### config.mk
export PLATFORM = sky130hd
export DESIGN_NAME = hex_event_reader_flat
export DESIGN_NICKNAME = d
export VERILOG_FILES = /design/src/rtl/hex_event_pkg.sv /design/src/rtl/hex_event_reader_if.sv /design/src/rtl/hex_event_fifo.sv /design/src/rtl/hex_event_reader.sv /design/src/flat_wrapper.sv
export SDC_FILE = /design/constraint.sdc
export NUM_CORES = 1
export LEC_CHECK = 0
export CAP_MARGIN = 10
export CORE_MARGIN = 5
export CORE_UTILIZATION = 61
export CTS_CLUSTER_DIAMETER = 200
export CTS_CLUSTER_SIZE = 28
export DETAILED_ROUTE_END_ITERATION = 8
export PLACE_DENSITY_LB_ADDON = 0.25
export RECOVER_POWER = 100
export SLEW_MARGIN = 10
export SYNTH_ARGS = -nofsm -noshare
export SYNTH_HDL_FRONTEND = slang
export SYNTH_SLANG_ARGS = --single-unit
### constraint.sdc
create_clock -name clk -period 15.1 [get_ports clk]
set_clock_uncertainty 0.1 [all_clocks]
set_input_delay 3.02 -clock clk [delete_from_list [all_inputs] [get_ports clk]]
set_output_delay 3.02 -clock clk [all_outputs]
set_load 0.02 [all_outputs]
### src/rtl/hex_event_pkg.sv
// Shared hex raster event layout: field positions, word struct, reader FSM states.
// The event writer imports the same package so both directions agree on one layout.
package hex_event_pkg;

   localparam int unsigned ADDR_W      = 32;
   localparam int unsigned WORD_W      = 64;
   localparam int unsigned EVENT_BYTES = 8;
   localparam int unsigned EVENT_SHIFT = $clog2(EVENT_BYTES);

   localparam int unsigned Q_MSB     = 63;
   localparam int unsigned Q_LSB     = 48;
   localparam int unsigned R_MSB     = 47;
   localparam int unsigned R_LSB     = 32;
   localparam int unsigned DEPTH_MSB = 31;
   localparam int unsigned DEPTH_LSB = 24;
   localparam int unsigned MAT_MSB   = 23;
   localparam int unsigned MAT_LSB   = 16;

   typedef struct packed {
      logic [15:0] q;
      logic [15:0] r;
      logic [7:0]  depth;
      logic [7:0]  material;
      logic [15:0] rsvd;
   } hex_event_t;

   typedef enum logic [1:0] {
      IDLE,
      FETCH,
      DRAIN,
      FIN
   } state_t;

   // Byte address of event 'index' in a buffer; wraps modulo 2^32.
   function automatic logic [ADDR_W-1:0] event_addr(input logic [ADDR_W-1:0] base,
                                                    input logic [ADDR_W-1:0] index);
      return base + (index << EVENT_SHIFT);
   endfunction

endpackage

### src/rtl/hex_event_reader_if.sv
// Read-port and event-stream signals of the hex event reader.
// master: the reader (issues reads, sources events); slave: memory and consumer side.
interface hex_event_reader_if;
   import hex_event_pkg::*;

   logic [ADDR_W-1:0]  mem_addr;
   logic               mem_req;
   logic               mem_ready;
   logic               mem_rvalid;
   logic [WORD_W-1:0]  mem_rdata;

   logic               ev_valid;
   logic               ev_ready;
   logic signed [15:0] ev_q;
   logic signed [15:0] ev_r;
   logic [7:0]         ev_depth;
   logic [7:0]         ev_material;

   modport master (
      output mem_addr, mem_req,
      input  mem_ready, mem_rvalid, mem_rdata,
      output ev_valid, ev_q, ev_r, ev_depth, ev_material,
      input  ev_ready
   );

   modport slave (
      input  mem_addr, mem_req,
      output mem_ready, mem_rvalid, mem_rdata,
      input  ev_valid, ev_q, ev_r, ev_depth, ev_material,
      output ev_ready
   );

endinterface

### src/rtl/hex_event_fifo.sv
// Synchronous show-ahead FIFO: rdata always shows the head entry while not empty.
// A push into a full FIFO is accepted only when a pop frees the slot in the same cycle.
module hex_event_fifo #(
   parameter int unsigned WIDTH = 64,
   parameter int unsigned DEPTH = 8
) (
   input  logic                     clk,
   input  logic                     reset,
   input  logic                     push,
   input  logic [WIDTH-1:0]         wdata,
   input  logic                     pop,
   output logic [WIDTH-1:0]         rdata,
   output logic [$clog2(DEPTH):0]   count,
   output logic                     full,
   output logic                     empty
);
   localparam int unsigned AW = $clog2(DEPTH);

   logic [WIDTH-1:0] mem [DEPTH];
   logic [AW-1:0]    wr_ptr;
   logic [AW-1:0]    rd_ptr;
   logic             wr_en;
   logic             rd_en;

   assign full  = (count == (AW+1)'(DEPTH));
   assign empty = (count == '0);
   assign wr_en = push && (!full || pop);
   assign rd_en = pop && !empty;
   assign rdata = mem[rd_ptr];

   // Pointers and occupancy; pointers wrap naturally since DEPTH is a power of 2.
   always_ff @(posedge clk or posedge reset) begin
      if (reset) begin
         wr_ptr <= '0;
         rd_ptr <= '0;
         count  <= '0;
      end else begin
         if (wr_en) wr_ptr <= wr_ptr + AW'(1);
         if (rd_en) rd_ptr <= rd_ptr + AW'(1);
         case ({wr_en, rd_en})
            2'b10:   count <= count + (AW+1)'(1);
            2'b01:   count <= count - (AW+1)'(1);
            default: count <= count;
         endcase
      end
   end

   // Storage array; contents need no reset because empty masks them.
   always_ff @(posedge clk) begin
      if (wr_en) mem[wr_ptr] <= wdata;
   end

endmodule

### src/rtl/hex_event_reader.sv
// Hex event reader: on frame_start fetches event_count 64-bit events from
// buffer_base + 8*i through an in-order pipelined read port, buffers them and
// presents decoded q/r/depth/material fields as a valid/ready stream.
module hex_event_reader
   import hex_event_pkg::*;
#(
   parameter int unsigned FIFO_DEPTH = 8,
   parameter int unsigned CNT_W      = 16
) (
   input  logic                   clk,
   input  logic                   reset,
   input  logic                   frame_start,
   input  logic [ADDR_W-1:0]      buffer_base,
   input  logic [CNT_W-1:0]       event_count,
   hex_event_reader_if.master     bus,
   output logic                   busy,
   output logic                   done
);
   localparam int unsigned FC_W = $clog2(FIFO_DEPTH) + 1;

   state_t            state;
   state_t            state_nx;
   logic [ADDR_W-1:0] base_r;
   logic [CNT_W-1:0]  count_r;
   logic [CNT_W-1:0]  issued;
   logic [CNT_W-1:0]  received;
   logic [CNT_W-1:0]  consumed;
   logic [CNT_W-1:0]  received_nx;
   logic [CNT_W-1:0]  consumed_nx;
   logic [CNT_W-1:0]  outstanding;
   logic              accept;
   logic              req;
   logic              req_fire;
   logic              credit_ok;
   logic              push;
   logic              pop;
   logic              fifo_full;
   logic              fifo_empty;
   logic [FC_W-1:0]   fifo_count;
   logic [WORD_W-1:0] fifo_rdata;
   hex_event_t        head;
   logic              unused_rsvd;

   // Requests may only be issued while every in-flight response has a FIFO slot.
   assign outstanding = issued - received;
   assign credit_ok   = ({1'b0, outstanding} + (CNT_W+1)'(fifo_count)) < (CNT_W+1)'(FIFO_DEPTH);

   assign push        = bus.mem_rvalid && (state != IDLE);
   assign pop         = !fifo_empty && bus.ev_ready;
   assign req_fire    = req && bus.mem_ready;
   assign received_nx = received + CNT_W'(push);
   assign consumed_nx = consumed + CNT_W'(pop);

   // FSM state register.
   always_ff @(posedge clk or posedge reset) begin
      if (reset) state <= IDLE;
      else       state <= state_nx;
   end

   // Next-state and request decode. A zero-length frame passes through DRAIN
   // (exit condition already true) so busy is seen for one cycle before done.
   // DRAIN exit uses the post-edge counts so done follows the last pop by one cycle.
   always_comb begin
      state_nx = state;
      req      = 1'b0;
      accept   = 1'b0;
      case (state)
         IDLE: begin
            if (frame_start) begin
               accept   = 1'b1;
               state_nx = (event_count == '0) ? DRAIN : FETCH;
            end
         end
         FETCH: begin
            req = (issued < count_r) && credit_ok;
            if (req && bus.mem_ready && (issued + CNT_W'(1) == count_r))
               state_nx = DRAIN;
         end
         DRAIN: begin
            if ((received_nx == count_r) && (consumed_nx == count_r))
               state_nx = FIN;
         end
         FIN:     state_nx = IDLE;
         default: state_nx = IDLE;
      endcase
   end

   // Frame parameters and issued/received/consumed counters.
   always_ff @(posedge clk or posedge reset) begin
      if (reset) begin
         base_r   <= '0;
         count_r  <= '0;
         issued   <= '0;
         received <= '0;
         consumed <= '0;
      end else if (accept) begin
         base_r   <= buffer_base;
         count_r  <= event_count;
         issued   <= '0;
         received <= '0;
         consumed <= '0;
      end else begin
         if (req_fire) issued <= issued + CNT_W'(1);
         received <= received_nx;
         consumed <= consumed_nx;
      end
   end

   hex_event_fifo #(
      .WIDTH (WORD_W),
      .DEPTH (FIFO_DEPTH)
   ) u_fifo (
      .clk   (clk),
      .reset (reset),
      .push  (push),
      .wdata (bus.mem_rdata),
      .pop   (pop),
      .rdata (fifo_rdata),
      .count (fifo_count),
      .full  (fifo_full),
      .empty (fifo_empty)
   );

   // Decode the head word; fields read as zero while the FIFO is empty.
   always_comb begin
      head = '0;
      if (!fifo_empty) begin
         head.q        = fifo_rdata[Q_MSB:Q_LSB];
         head.r        = fifo_rdata[R_MSB:R_LSB];
         head.depth    = fifo_rdata[DEPTH_MSB:DEPTH_LSB];
         head.material = fifo_rdata[MAT_MSB:MAT_LSB];
         head.rsvd     = fifo_rdata[MAT_LSB-1:0];
      end
   end

   assign unused_rsvd     = ^head.rsvd;

   assign bus.ev_valid    = !fifo_empty;
   assign bus.ev_q        = head.q;
   assign bus.ev_r        = head.r;
   assign bus.ev_depth    = head.depth;
   assign bus.ev_material = head.material;

   assign bus.mem_req     = req;
   assign bus.mem_addr    = req ? event_addr(base_r, 32'(issued)) : '0;

   assign busy = (state == FETCH) || (state == DRAIN);
   assign done = (state == FIN);

   a_no_overflow: assert property (@(posedge clk) disable iff (reset)
      !(push && fifo_full && !pop));

   a_no_idle_rvalid: assert property (@(posedge clk) disable iff (reset)
      !(bus.mem_rvalid && (state == IDLE)));

endmodule

### src/flat_wrapper.sv
// flat-port wrapper written by rule: the top's interface ports become plain ports
module hex_event_reader_flat import hex_event_pkg::*;
#(
   parameter int unsigned FIFO_DEPTH = 8,
   parameter int unsigned CNT_W      = 16
)
  (clk, reset, frame_start, buffer_base, event_count, busy, done, bus_mem_addr, bus_mem_req, bus_mem_ready, bus_mem_rvalid, bus_mem_rdata, bus_ev_valid, bus_ev_q, bus_ev_r, bus_ev_depth, bus_ev_material, bus_ev_ready);
  hex_event_reader_if bus_i ();
  input  logic clk;
  input  logic reset;
  input  logic frame_start;
  input  logic [ADDR_W-1:0] buffer_base;
  input  logic [CNT_W-1:0] event_count;
  output logic busy;
  output logic done;
  output wire logic [$bits(bus_i.mem_addr)-1:0] bus_mem_addr;
  output wire logic [$bits(bus_i.mem_req)-1:0] bus_mem_req;
  input wire logic [$bits(bus_i.mem_ready)-1:0] bus_mem_ready;
  input wire logic [$bits(bus_i.mem_rvalid)-1:0] bus_mem_rvalid;
  input wire logic [$bits(bus_i.mem_rdata)-1:0] bus_mem_rdata;
  output wire logic [$bits(bus_i.ev_valid)-1:0] bus_ev_valid;
  output wire logic [$bits(bus_i.ev_q)-1:0] bus_ev_q;
  output wire logic [$bits(bus_i.ev_r)-1:0] bus_ev_r;
  output wire logic [$bits(bus_i.ev_depth)-1:0] bus_ev_depth;
  output wire logic [$bits(bus_i.ev_material)-1:0] bus_ev_material;
  input wire logic [$bits(bus_i.ev_ready)-1:0] bus_ev_ready;
  assign bus_mem_addr = bus_i.mem_addr;
  assign bus_mem_req = bus_i.mem_req;
  assign bus_i.mem_ready = bus_mem_ready;
  assign bus_i.mem_rvalid = bus_mem_rvalid;
  assign bus_i.mem_rdata = bus_mem_rdata;
  assign bus_ev_valid = bus_i.ev_valid;
  assign bus_ev_q = bus_i.ev_q;
  assign bus_ev_r = bus_i.ev_r;
  assign bus_ev_depth = bus_i.ev_depth;
  assign bus_ev_material = bus_i.ev_material;
  assign bus_i.ev_ready = bus_ev_ready;
  hex_event_reader #(.FIFO_DEPTH(FIFO_DEPTH), .CNT_W(CNT_W)) u_core (.clk(clk), .reset(reset), .frame_start(frame_start), .buffer_base(buffer_base), .event_count(event_count), .bus(bus_i), .busy(busy), .done(done));
endmodule
==> metrics.yaml, run 1 <==
failed_checks: "capacitance limit, slew limit"
setup_viol: 0
ctsResizeCount: 0
global_route_wire_length_before_repair_um: 79900
finalWorstPathRequiredPeriod_ns: 9.41
initial_utilization_pct: 61.9
final_min_period_over_clock_period_pct: 62.3
synth.cell_area_sq_um: 22700
synthDominantAreaCellType: "sky130_fd_sc_hd__edfxtp_1"
met1_usage_pct: 33.8
placement.cell_area_sq_um: 25100
drt-pass1-iter-count: 5
yosysUniqueCellTypes: 64
synth_top_cells_by_area: "sky130_fd_sc_hd__edfxtp_1, sky130_fd_sc_hd__dfrtp_1, sky130_fd_sc_hd__mux4_2"
whs_ns: 0.398
post_drt_wl_per_cell_um: 22.6
finalSetupTns_ns: 0
worstPathRequired_ns: 11.98
post_synth_inst_count: 1626
globalplace.congestion: 0.911
drive_gt1_share_pct: 7.53
grt_start_max_net_pins: 78
static-leakage-power_nw: 9.35
number_of_antenna_violations_at_the_first_check_in_global_routing: 9
synth_warnings: 0
rows: 70
postSynthAreaPerCell_sq_um: 14.0
finalPower_w: 0.00420
cts.clk_slew.worst_paths_ns: 0.11
io_buffers: 185
final_design_area_no_fill_sq_um: 25600
fp.dieArea_sq_um: 41200
dr_vias_cell: 6.20
timing.fmax_mhz: 106
grt.total_usage_pct: 24.6
async_reset_ff_share_pct: 22.0
filler_cell_count: 2445
synth_enable_flop_cells: 384
met3_routing_resource_usage_after_global_routing_pct: 3.51
sequential_area_share_after_synthesis_pct: 62.7
sequential_cell_area_sq_um: 14200
cts_root_buf: "sky130_fd_sc_hd__clkbuf_16"
dpl_wire_length_um: 32600
multiInputGateArea_sq_um: 8010
drv_slew: 652
via_count: 14000
worstMarginPinSlew_ns: 4.01
final_core_util_pct: 69.7
clock_sink_count: 492
route.detailed.drc: 0
global_route.peak_usage_layer: "met2"
ys.flop_type: "sky130_fd_sc_hd__edfxtp_1"
die_w_um: 203
routed_wirelength_um: 51000
drv.max_cap_violation_count: 15
n_antenna_cell: 0
cts_max_path_buffers: 3
grt_setup_unrepaired: "false"
hp-class: "flop to flop"
postCtsSetupBuffers: 0
timing.critical_path.from_type: "flop"
timing.critical_path.to_type: "output port"
max_slew_margin_pct: -168
hold_buffers: 0
clock_tree.htree_level_count: 1
areaGrowthSynthToFinish_pct: 12.6
clock_insertion_delay_worst_skew_ns: 0.55
setup.worst_path.class: "flop to output port"
grt_util_met2_pct: 43.0
die_h_um: 203
synth.ff_latch_count: 492
synthesis.nets: 1811
timing_hold_violations_final: 0
starting_drc_count_in_detailed_routing: 1061
ioPinCount: 202
outcome: "complete, but fails checks"
overflow: 0
cts_tree: "built"
vdd.ir_drop.worst_uv: 142
design.core.area_sq_um: 36700
power_density_nw_per_um2: 164
detail-route-antenna-nets: 0
crit_fanout: 33
numCtsBuffers: 21
cp.arrival_ns: 6.29
synthDominantCellAreaShare_pct: 50.8
number_of_global_route_vias_before_repair: 14200
layout.nets: 1963
==> registers in the layout, indices dropped and copies added, names as in the netlist <==
register              cells
u_core.state              2
u_core.u_fifo.rd_ptr      3
u_core.base_r            32
u_core.u_fifo.wr_ptr      3
u_core.count_r           16
u_core.u_fifo.count       4
u_core.u_fifo.mem       384
u_core.issued            16
u_core.received          16
u_core.consumed          16
==> area by class of cell <==
cell class,count,area share (%)
clock buffers,36,2.28
clock inverters,1,0.0636
inverters,57,0.842
multi-input cells,1006,31.3
flip-flops and latches,492,55.7
well taps,468,2.29
repair buffers,200,7.51
==> cell usage after synthesis, drive strengths merged, types with 5 or more instances <==
cell type	n
a31oi	5
ha	64
and4	8
mux4	96
dfrtp	108
xor2	36
a21oi	40
and3	16
nor2	144
nor3b	7
clkbuf	52
o21ai	50
nand3b	6
edfxtp	384
xnor2	57
nor4	16
and2	19
or4	10
nand2b	12
buf	19
or3	22
o211ai	13
nor2b	12
inv	57
mux2i	56
o21bai	7
a21o	11
nand4	20
nand3	38
a211oi	6
nor3	21
nand2	165
o2111ai	5
==> power breakdown <==
group | leakage, nW | switching (W) | total [W] | internal [W]
registers | 4.87 | 0.000194 | 0.00188 | 0.00169
logic | 4.20 | 0.000903 | 0.00165 | 0.000748
clock network | 0.283 | 0.000391 | 0.000660 | 0.000269
total | 9.35 | 0.00149 | 0.00420 | 0.00271
==> path summary, 6_finish.rpt <==
kind / from / endpoint / slack [ns] / cells after the start
setup / recovery: u_core.issued[2] / bus_mem_addr[0] / 5.69 / 15
max in group asynchronous: reset / u_core.u_fifo.rd_ptr[0] / 6.70 / 3
min in group asynchronous: reset / u_core.base_r[31] / 3.18 / 2
setup reg to reg: u_core.u_fifo.count[0] / u_core.state[1] / 8.25 / 15
hold reg to reg: u_core.base_r[5] / u_core.base_r[5] / 0.40 / 2
hold / removal: u_core.base_r[5] / u_core.base_r[5] / 0.40 / 2
==> metal layers <==
| metal | up-vias | wire length [um] |
|---|---|---|
| li1 | 6386 | - |
| met1 | 7054 | 20900 |
| met2 | 472 | 26100 |
| met3 | 79 | 3030 |
| met4 | 16 | 932 |
| met5 | - | 95 |
==> critical path, stage by stage (launching register included) <==
cell                            delay, ns
sky130_fd_sc_hd__dfrtp_1             0.62
sky130_fd_sc_hd__ha_1                0.35
sky130_fd_sc_hd__a21oi_1             0.25
sky130_fd_sc_hd__a21boi_0            0.17
sky130_fd_sc_hd__nor2_1              0.14
sky130_fd_sc_hd__ha_1                0.23
sky130_fd_sc_hd__or4_1               0.54
sky130_fd_sc_hd__nor4_1              0.29
sky130_fd_sc_hd__nand3_1             0.13
sky130_fd_sc_hd__nor4_1              0.20
sky130_fd_sc_hd__o211ai_1            0.12
sky130_fd_sc_hd__or4_1               0.49
sky130_fd_sc_hd__nor4_1              0.21
sky130_fd_sc_hd__nand3_1             0.90
sky130_fd_sc_hd__nor2_1              0.38
sky130_fd_sc_hd__dlygate4sd3_1       0.72
==> logic make-up (layout without fill, tap and decap cells) <==
kind of cell | after synthesis | after routing | share of synthesized area, %
mux | 153 | 153 | 12.0
simple gates | 523 | 523 | 10.9
compound gates | 170 | 170 | 4.82
fa+ha+maj | 67 | 67 | 3.79
flops | 492 | 492 | 62.7
buf+inv | 128 | 294 | 2.18
xor+xnor | 93 | 93 | 3.59
==> through the flow <==
step	std cells	setup WS [ns]
global route	2260	5.14
global placement	2223	6.51
CTS	2260	5.71
detailed placement	2223	6.33
finish	2260	5.69
floorplan	1626	7.55
==> cells in the final DEF (no fill, tap or decap), types with 6 or more instances in the layout <==
| cell type | netlist | layout |
|---|---|---|
| sky130_fd_sc_hd__xnor2_1 | 57 | 57 |
| sky130_fd_sc_hd__nand2_1 | 165 | 165 |
| sky130_fd_sc_hd__edfxtp_1 | 384 | 384 |
| sky130_fd_sc_hd__and2_0 | 1 | 11 |
| sky130_fd_sc_hd__xor2_1 | 36 | 36 |
| sky130_fd_sc_hd__nand4_1 | 20 | 20 |
| sky130_fd_sc_hd__nor2b_1 | 12 | 12 |
| sky130_fd_sc_hd__or3_1 | 22 | 22 |
| sky130_fd_sc_hd__nor2_1 | 144 | 141 |
| sky130_fd_sc_hd__and2_1 | 18 | 8 |
| sky130_fd_sc_hd__and4_1 | 8 | 8 |
| sky130_fd_sc_hd__clkbuf_16 | 0 | 21 |
| sky130_fd_sc_hd__inv_1 | 57 | 56 |
| sky130_fd_sc_hd__a21o_1 | 11 | 11 |
| sky130_fd_sc_hd__and3_1 | 16 | 16 |
| sky130_fd_sc_hd__or4_1 | 10 | 10 |
| sky130_fd_sc_hd__a21oi_1 | 40 | 40 |
| sky130_fd_sc_hd__nand3b_1 | 6 | 6 |
| sky130_fd_sc_hd__o21ai_0 | 49 | 49 |
| sky130_fd_sc_hd__ha_1 | 64 | 64 |
| sky130_fd_sc_hd__nor4_1 | 16 | 16 |
| sky130_fd_sc_hd__nor3_1 | 21 | 21 |
| sky130_fd_sc_hd__mux2i_1 | 56 | 56 |
| sky130_fd_sc_hd__nand2b_1 | 12 | 12 |
| sky130_fd_sc_hd__clkbuf_1 | 52 | 27 |
| sky130_fd_sc_hd__nand3_1 | 38 | 38 |
| sky130_fd_sc_hd__clkdlybuf4s50_1 | 0 | 51 |
| sky130_fd_sc_hd__dfrtp_1 | 108 | 105 |
| sky130_fd_sc_hd__a211oi_1 | 6 | 6 |
| sky130_fd_sc_hd__mux4_2 | 96 | 96 |
| sky130_fd_sc_hd__dlygate4sd3_1 | 0 | 134 |
| sky130_fd_sc_hd__nor3b_1 | 7 | 7 |
| sky130_fd_sc_hd__o211ai_1 | 13 | 13 |
| sky130_fd_sc_hd__o21bai_1 | 7 | 7 |
No activity file was read; power rests on OpenSTA's default activity.
==> run 2, diff against run 1 <==
--- a/config.mk
+++ b/config.mk
@@ -7,7 +7,7 @@
 export LEC_CHECK = 0
 export CAP_MARGIN = 10
 export CORE_MARGIN = 5
-export CORE_UTILIZATION = 61
+export CORE_UTILIZATION = 58
 export CTS_CLUSTER_DIAMETER = 200
 export CTS_CLUSTER_SIZE = 28
 export DETAILED_ROUTE_END_ITERATION = 8
==> constraint.sdc (replaced) <==
create_clock -name clk -period 8.8 [get_ports clk]
set_clock_uncertainty 0.1 [all_clocks]
set_input_delay 1.76 -clock clk [delete_from_list [all_inputs] [get_ports clk]]
set_output_delay 1.76 -clock clk [all_outputs]
set_load 0.02 [all_outputs]
==> run 2 against run 1 <==
Against the previous run:
- the flow still finishes with violations (capacitance limit, slew limit)
- non-clock buffer count increased by 3
- highest routed layer unchanged
- worst hold slack got worse by 0.0033 ns
- critical path depth unchanged
- die area increased by 4.9%
- sequential share of layout area decreased by 0.17 points
- combinational power increased by 74%
- sequential power increased by 69%
- clock-buffer cell count decreased by 1
- routed wire length decreased by 0.36%
- via count decreased by 1.2%
==> metrics.yaml, run 2 (synthesis gave the netlist of run 1 again) <==
max_slew_margin_pct: -165  # was -168%
final_core_util_pct: 66.2  # was 69.7%
switchingPower_w: 0.00255  # was 0.00149 W
fp.dieArea_sq_um: 43200  # was 41,200 sq um
grt_start_max_net_pins: 85  # was 78
number_of_global_route_vias_before_repair: 14000  # was 14,200
failed_checks: "capacitance limit, slew limit"  # unchanged
die_h_um: 208  # was 203 um
worstPathRequired_ns: 6.94  # was 11.98 ns
cts_tree: "built"  # unchanged
hp-class: "flop to flop"  # unchanged
vdd.ir_drop.worst_uv: 272  # was 142 uV
io_buffers: 185  # unchanged
finalWorstPathRequiredPeriod_ns: 7.86
most_common_library_cell_in_the_layout_ignoring_fill_and_taps: "sky130_fd_sc_hd__edfxtp_1"  # unchanged
number_of_antenna_violations_at_the_first_check_in_global_routing: 7  # was 9
route.detailed.drc: 0  # unchanged
cts_root_buf: "sky130_fd_sc_hd__clkbuf_16"  # unchanged
post_drt_wl_per_cell_um: 21.9  # was 22.6 um
postCtsSetupBuffers: 0  # unchanged
global_route_wire_length_before_repair_um: 79800  # was 79,900 um
sequentialPowerShare_pct: 44.1  # was 44.9%
outcome: "complete, but fails checks"  # unchanged
timing_hold_violations_final: 0  # unchanged
numCtsBuffers: 21  # unchanged
cts_max_path_buffers: 3  # unchanged
layout_top_registers: "u_core.u_fifo.mem (384), u_core.base_r (32)"  # unchanged
hold_buffers: 0  # unchanged
setup_viol: 0  # unchanged
clkPwrFrac_pct: 16.0  # was 15.7%
clock_sink_count: 492  # unchanged
die_w_um: 208  # was 203 um
dr_vias_cell: 5.97  # was 6.20
ctsResizeCount: 0  # unchanged
drt-pass1-iter-count: 5  # unchanged
switching_share_pct: 35.5  # about the same
via_count: 13800  # was 14,000
timing.critical_path.to_type: "output port"  # unchanged
grt_setup_unrepaired: "false"  # unchanged
comb_power_share_pct: 39.9  # was 39.4%
place_worst_setup_slack_ns: 1.37  # was 6.33 ns
drv.max_cap_violation_count: 17  # was 15
detail-route-antenna-nets: 0  # unchanged
largest_register: "u_core.u_fifo.mem"  # unchanged
drive_gt1_share_pct: 7.58  # was 7.53%
static-leakage-power_nw: 9.37  # was 9.35 nW
worstMarginPinSlew_ns: 3.97  # was 4.01 ns
cp.arrival_ns: 6.00  # was 6.29 ns
clock_tree.htree_level_count: 1  # unchanged
ioPinCount: 202  # unchanged
clock_insertion_delay_worst_skew_ns: 0.57  # was 0.55 ns
setup.worst_path.class: "flop to output port"  # unchanged
largest_reg_flops: 384  # unchanged
timing.critical_path.from_type: "flop"  # unchanged
crit_fanout: 33  # unchanged
dpl_wire_length_um: 32500  # was 32,600 um
areaGrowthSynthToFinish_pct: 12.9  # was 12.6%
initial_utilization_pct: 58.6  # was 61.9%
grt.total_usage_pct: 23.1  # was 24.6%
design.core.area_sq_um: 38700  # was 36,700 sq um
cts.clk_slew.worst_paths_ns: 0.11  # about the same
globalplace.congestion: 0.918  # was 0.911
whs_ns: 0.394  # was 0.398 ns
rows: 72  # was 70
finalSetupTns_ns: 0  # unchanged
mostFrequentLayoutCells: "sky130_fd_sc_hd__edfxtp_1, sky130_fd_sc_hd__nand2_1, sky130_fd_sc_hd__nor2_1"  # unchanged
routed_wirelength_um: 50800  # was 51,000 um
timing.fmax_mhz: 127
power_density_nw_per_um2: 281  # was 164 nW/um^2
final_min_period_over_clock_period_pct: 89.3
power.internal_w: 0.00464  # was 0.00271 W
starting_drc_count_in_detailed_routing: 1160  # was 1,061
overflow: 0  # unchanged
drv_slew: 653  # was 652
final_critical_path_setup_slack_ns: 0.938  # was 5.69 ns
layout.nets: 1966  # was 1,963
run 2: path summary, 6_finish.rpt:
path                                   start                       end  slack [ns]  cells past startpoint
max                         u_core.issued[2]           bus_mem_addr[1]        0.94                     15
min                        u_core.base_r[18]         u_core.base_r[18]        0.39                      2
max reg2reg                  u_core.state[0]  u_core.u_fifo.mem[0][44]        3.28                      7
min reg2reg                u_core.base_r[18]         u_core.base_r[18]        0.39                      2
max in group asynchronous              reset   u_core.u_fifo.rd_ptr[1]        1.75                      3
min in group asynchronous              reset          u_core.issued[7]        1.92                      2
run 2: critical path: stages, from the launching register on:
cell and delay [ns]:
sky130_fd_sc_hd__dfrtp_1 0.63, sky130_fd_sc_hd__ha_1 0.36, sky130_fd_sc_hd__a21oi_1 0.26, sky130_fd_sc_hd__a21boi_0 0.16
sky130_fd_sc_hd__nor2_1 0.14, sky130_fd_sc_hd__ha_1 0.23, sky130_fd_sc_hd__or4_1 0.53, sky130_fd_sc_hd__nor4_1 0.28
sky130_fd_sc_hd__nand3_1 0.12, sky130_fd_sc_hd__nor4_1 0.19, sky130_fd_sc_hd__o211ai_1 0.12, sky130_fd_sc_hd__or4_1 0.48
sky130_fd_sc_hd__nor4_1 0.30, sky130_fd_sc_hd__nand3_2 0.59, sky130_fd_sc_hd__nor2_1 0.29, sky130_fd_sc_hd__dlygate4sd3_1 0.73
run 2: power by group through the flow:
stage | logic [W] | clock network [W] | registers [W]
floorplan | 0.00205 | 0 | 0.00307
global placement | 0.00295 | 0 | 0.00319
detailed placement | 0.00299 | 0 | 0.00321
CTS | 0.00302 | 0.00117 | 0.00316
global route | 0.00313 | 0.00127 | 0.00321
finish | 0.00287 | 0.00115 | 0.00317
run 2: final cells by class:
| cell class | instances | area [sq um] |
|---|---|---|
| antenna | 4 | 10.0 |
| multi-input combinational | 1006 | 7990 |
| clock buffer | 35 | 578 |
| fill | 2822 | 13100 |
| timing repair buffer | 203 | 1940 |
| inverter | 57 | 215 |
| tap | 518 | 648 |
| sequential | 492 | 14200 |
| clock inverter | 2 | 25.0 |
run 2: metal layers:
metal	share of wire [%]	wire (um)	global-route usage, %
met5	0.077	39	0
met4	2.1	1040	4.89
met3	5.7	2890	3.75
met2	51	25700	39.8
met1	42	21200	31.7
run 2: per-stage QoR:
stage	instance area, sq um	instances	power, W
6_report	25600	2317	0.00720
5_1_grt	25600	2315	0.00762
4_1_cts	25700	2313	0.00736
3_5_place_dp	25100	2276	0.00621
3_3_place_gp	25100	2276	0.00614
2_1_floorplan	22700	1626	0.00512
==> run 3, diff against run 2 <==
--- a/config.mk
+++ b/config.mk
@@ -7,11 +7,11 @@
 export LEC_CHECK = 0
 export CAP_MARGIN = 10
 export CORE_MARGIN = 5
-export CORE_UTILIZATION = 58
+export CORE_UTILIZATION = 52
 export CTS_CLUSTER_DIAMETER = 200
-export CTS_CLUSTER_SIZE = 28
+export CTS_CLUSTER_SIZE = 40
 export DETAILED_ROUTE_END_ITERATION = 8
-export PLACE_DENSITY_LB_ADDON = 0.25
+export PLACE_DENSITY = 0.88
 export RECOVER_POWER = 100
 export SLEW_MARGIN = 10
 export SYNTH_ARGS = -nofsm -noshare
==> constraint.sdc (replaced) <==
create_clock -name clk -period 6.6 [get_ports clk]
set_clock_uncertainty 0.1 [all_clocks]
set_input_delay 1.32 -clock clk [delete_from_list [all_inputs] [get_ports clk]]
set_output_delay 1.32 -clock clk [all_outputs]
set_load 0.02 [all_outputs]
==> run 3 against run 2 <==
Against the previous run:
- final area is essentially flat
- the flow still finishes with violations (capacitance limit, slew limit)
- combinational power grew 35%
- critical endpoint is now bus_mem_addr[11]
- register-to-register slack lost 2.3 ns
- utilization shrank 6.8 points
- power grew 34%
- highest routed layer unchanged
- first-iteration DRC count grew 18%
- die area grew 11%
- global-route usage shrank 1.5 points
- worst setup slack lost 0.63 ns
==> metrics.yaml, run 3 (synthesis gave the netlist of run 1 again) <==
timing_hold_violations_final: 0  # unchanged
timing.critical_path.to_type: "output port"  # unchanged
cts_root_buf: "sky130_fd_sc_hd__clkbuf_16"  # unchanged
crit-reg2reg-launch: "u_core.state[0]"  # unchanged
io_buffers: 185  # unchanged
route.detailed.drc: 0  # unchanged
setup.worst_path.class: "flop to output port"  # unchanged
worstPathRequired_ns: 5.18  # was 6.94 ns
cts_max_path_buffers: 3  # unchanged
number_of_global_route_vias_before_repair: 14500  # was 14,000
overflow: 0  # unchanged
mostFrequentLayoutCells: "sky130_fd_sc_hd__edfxtp_1, sky130_fd_sc_hd__nand2_1, sky130_fd_sc_hd__nor2_1"  # unchanged
layout_top_registers: "u_core.u_fifo.mem (384), u_core.base_r (32)"  # unchanged
via_count: 14100  # was 13,800
worstMarginPinSlew_ns: 3.44  # was 3.97 ns
largest_reg_flops: 384  # unchanged
clock_sink_count: 492  # unchanged
min_from: "u_core.base_r[15]"  # was u_core.base_r[18]
drt-pass1-iter-count: 5  # unchanged
outcome: "complete, but fails checks"  # unchanged
cts.clk_slew.worst_paths_ns: 0.16  # was 0.11 ns
drv.max_cap_violation_count: 11  # was 17
fp.dieArea_sq_um: 48000  # was 43,200 sq um
final_min_period_over_clock_period_pct: 95.4
globalplace.congestion: 0.914  # was 0.918
worstSetupStartpoint: "u_core.received[2]"  # was u_core.issued[2]
failed_checks: "capacitance limit, slew limit"  # unchanged
rows: 76  # was 72
routed_wirelength_um: 52200  # was 50,800 um
place_worst_setup_slack_ns: 0.444  # was 1.37 ns
clock_tree.htree_level_count: 1  # unchanged
areaGrowthSynthToFinish_pct: 12.8  # was 12.9%
cts_tree: "built"  # unchanged
static-leakage-power_nw: 9.35  # was 9.37 nW
grt.total_usage_pct: 21.6  # was 23.1%
hp-class: "flop to flop"  # unchanged
global_route_wire_length_before_repair_um: 81500  # was 79,800 um
ioPinCount: 202  # unchanged
timing.fmax_mhz: 159
finalPower_w: 0.00961  # was 0.00720 W
vdd.ir_drop.worst_uv: 384  # was 272 uV
max_slew_margin_pct: -131  # was -165%
initial_utilization_pct: 52.6  # was 58.6%
die_h_um: 219  # was 208 um
design.core.area_sq_um: 43200  # was 38,700 sq um
numCtsBuffers: 16  # was 21
hold_buffers: 0  # unchanged
timing.critical_path.from_type: "flop"  # unchanged
crit_fanout: 33  # unchanged
layout.nets: 1970  # was 1,966
largest_register: "u_core.u_fifo.mem"  # unchanged
cp.arrival_ns: 4.88  # was 6.00 ns
grt_start_max_net_pins: 76  # was 85
drv_slew: 506  # was 653
clock_insertion_delay_worst_skew_ns: 0.56  # was 0.57 ns
final_critical_path_setup_slack_ns: 0.303  # was 0.938 ns
starting_drc_count_in_detailed_routing: 1365  # was 1,160
die_w_um: 219  # was 208 um
detail-route-antenna-nets: 0  # unchanged
finalWorstPathRequiredPeriod_ns: 6.30
most_common_library_cell_in_the_layout_ignoring_fill_and_taps: "sky130_fd_sc_hd__edfxtp_1"  # unchanged
drive_gt1_share_pct: 9.19  # was 7.58%
setup_viol: 0  # unchanged
post_drt_wl_per_cell_um: 21.9  # about the same
dr_vias_cell: 5.92  # was 5.97
power_density_nw_per_um2: 375  # was 281 nW/um^2
number_of_antenna_violations_at_the_first_check_in_global_routing: 9  # was 7
finalSetupTns_ns: 0  # unchanged
dpl_wire_length_um: 34500  # was 32,500 um
==> run 3: path summary, 6_finish.rpt <==
path | to | cells past startpoint | slack, ns
setup / recovery | bus_mem_addr[11] | 18 | 0.30
hold / removal | u_core.base_r[15] | 2 | 0.40
setup reg to reg | u_core.u_fifo.mem[0][41] | 7 | 0.94
hold reg to reg | u_core.base_r[15] | 2 | 0.40
max in group asynchronous | u_core.u_fifo.rd_ptr[1] | 3 | 1.34
min in group asynchronous | u_core.base_r[25] | 2 | 2.13
==> run 3: per-layer routing <==
layer	global-route usage, %	routed length, um	vias to the layer above
li1	-	-	6392
met1	28.2	20400	7047
met2	37.9	26900	542
met3	3.50	3380	104
met4	6.03	1430	12
met5	0	69	-
==> run 3: where the power goes <==
group	switching, W	internal, W	total (W)
sequential	0.000499	0.00385	0.00435
combinational	0.00206	0.00183	0.00388
clock	0.000875	0.000502	0.00138
==> run 3: final cells by class <==
class                           instances  area, sq um
Antenna cell                            3         7.51
Clock buffer                           27          463
Clock inverter                          1         30.0
Timing Repair Buffer                  212         1920
Sequential cell                       492        14200
Fill cell                            3335        17500
Tap cell                              585          732
Inverter                               57          215
Multi-Input combinational cell       1006         8020
==> run 3: through the flow <==
step           instances  utilization (%)  hold slack (ns)  instance area [sq um]
2_1_floorplan       1626                -            0.350                  22700
4_1_cts             2378             59.6            0.403                  25700
6_report            2383             59.4            0.401                  25600
5_1_grt             2383             59.4            0.426                  25600
3_5_place_dp        2349             58.6            0.368                  25300
3_3_place_gp        2349             58.6            0.363                  25300
==> run 3: repair_timing <==
| action | 4_1_cts | 5_1_grt |
|---|---|---|
| gates resized for setup | 34 | 30 |
| setup endpoints to repair | 33 | 33 |
| setup buffers | 1 | 2 |
| gates cloned | 0 | 0 |
==> run 3: critical path, stage by stage (launching register included) <==
cell and delay [ns]:
sky130_fd_sc_hd__dfrtp_2 0.43, sky130_fd_sc_hd__inv_1 0.05, sky130_fd_sc_hd__ha_1 0.36, sky130_fd_sc_hd__a21oi_2 0.19, sky130_fd_sc_hd__nand2_1 0.08, sky130_fd_sc_hd__nor2_1 0.09
sky130_fd_sc_hd__nor2_1 0.05, sky130_fd_sc_hd__ha_1 0.27, sky130_fd_sc_hd__or4_1 0.54, sky130_fd_sc_hd__nor4_1 0.29, sky130_fd_sc_hd__nand3_1 0.13, sky130_fd_sc_hd__nor4_1 0.21
sky130_fd_sc_hd__o211ai_1 0.13, sky130_fd_sc_hd__or4_1 0.50, sky130_fd_sc_hd__nor4_2 0.15, sky130_fd_sc_hd__nand3_1 0.11, sky130_fd_sc_hd__buf_4 0.27, sky130_fd_sc_hd__nor2_1 0.14
sky130_fd_sc_hd__dlygate4sd2_1 0.34
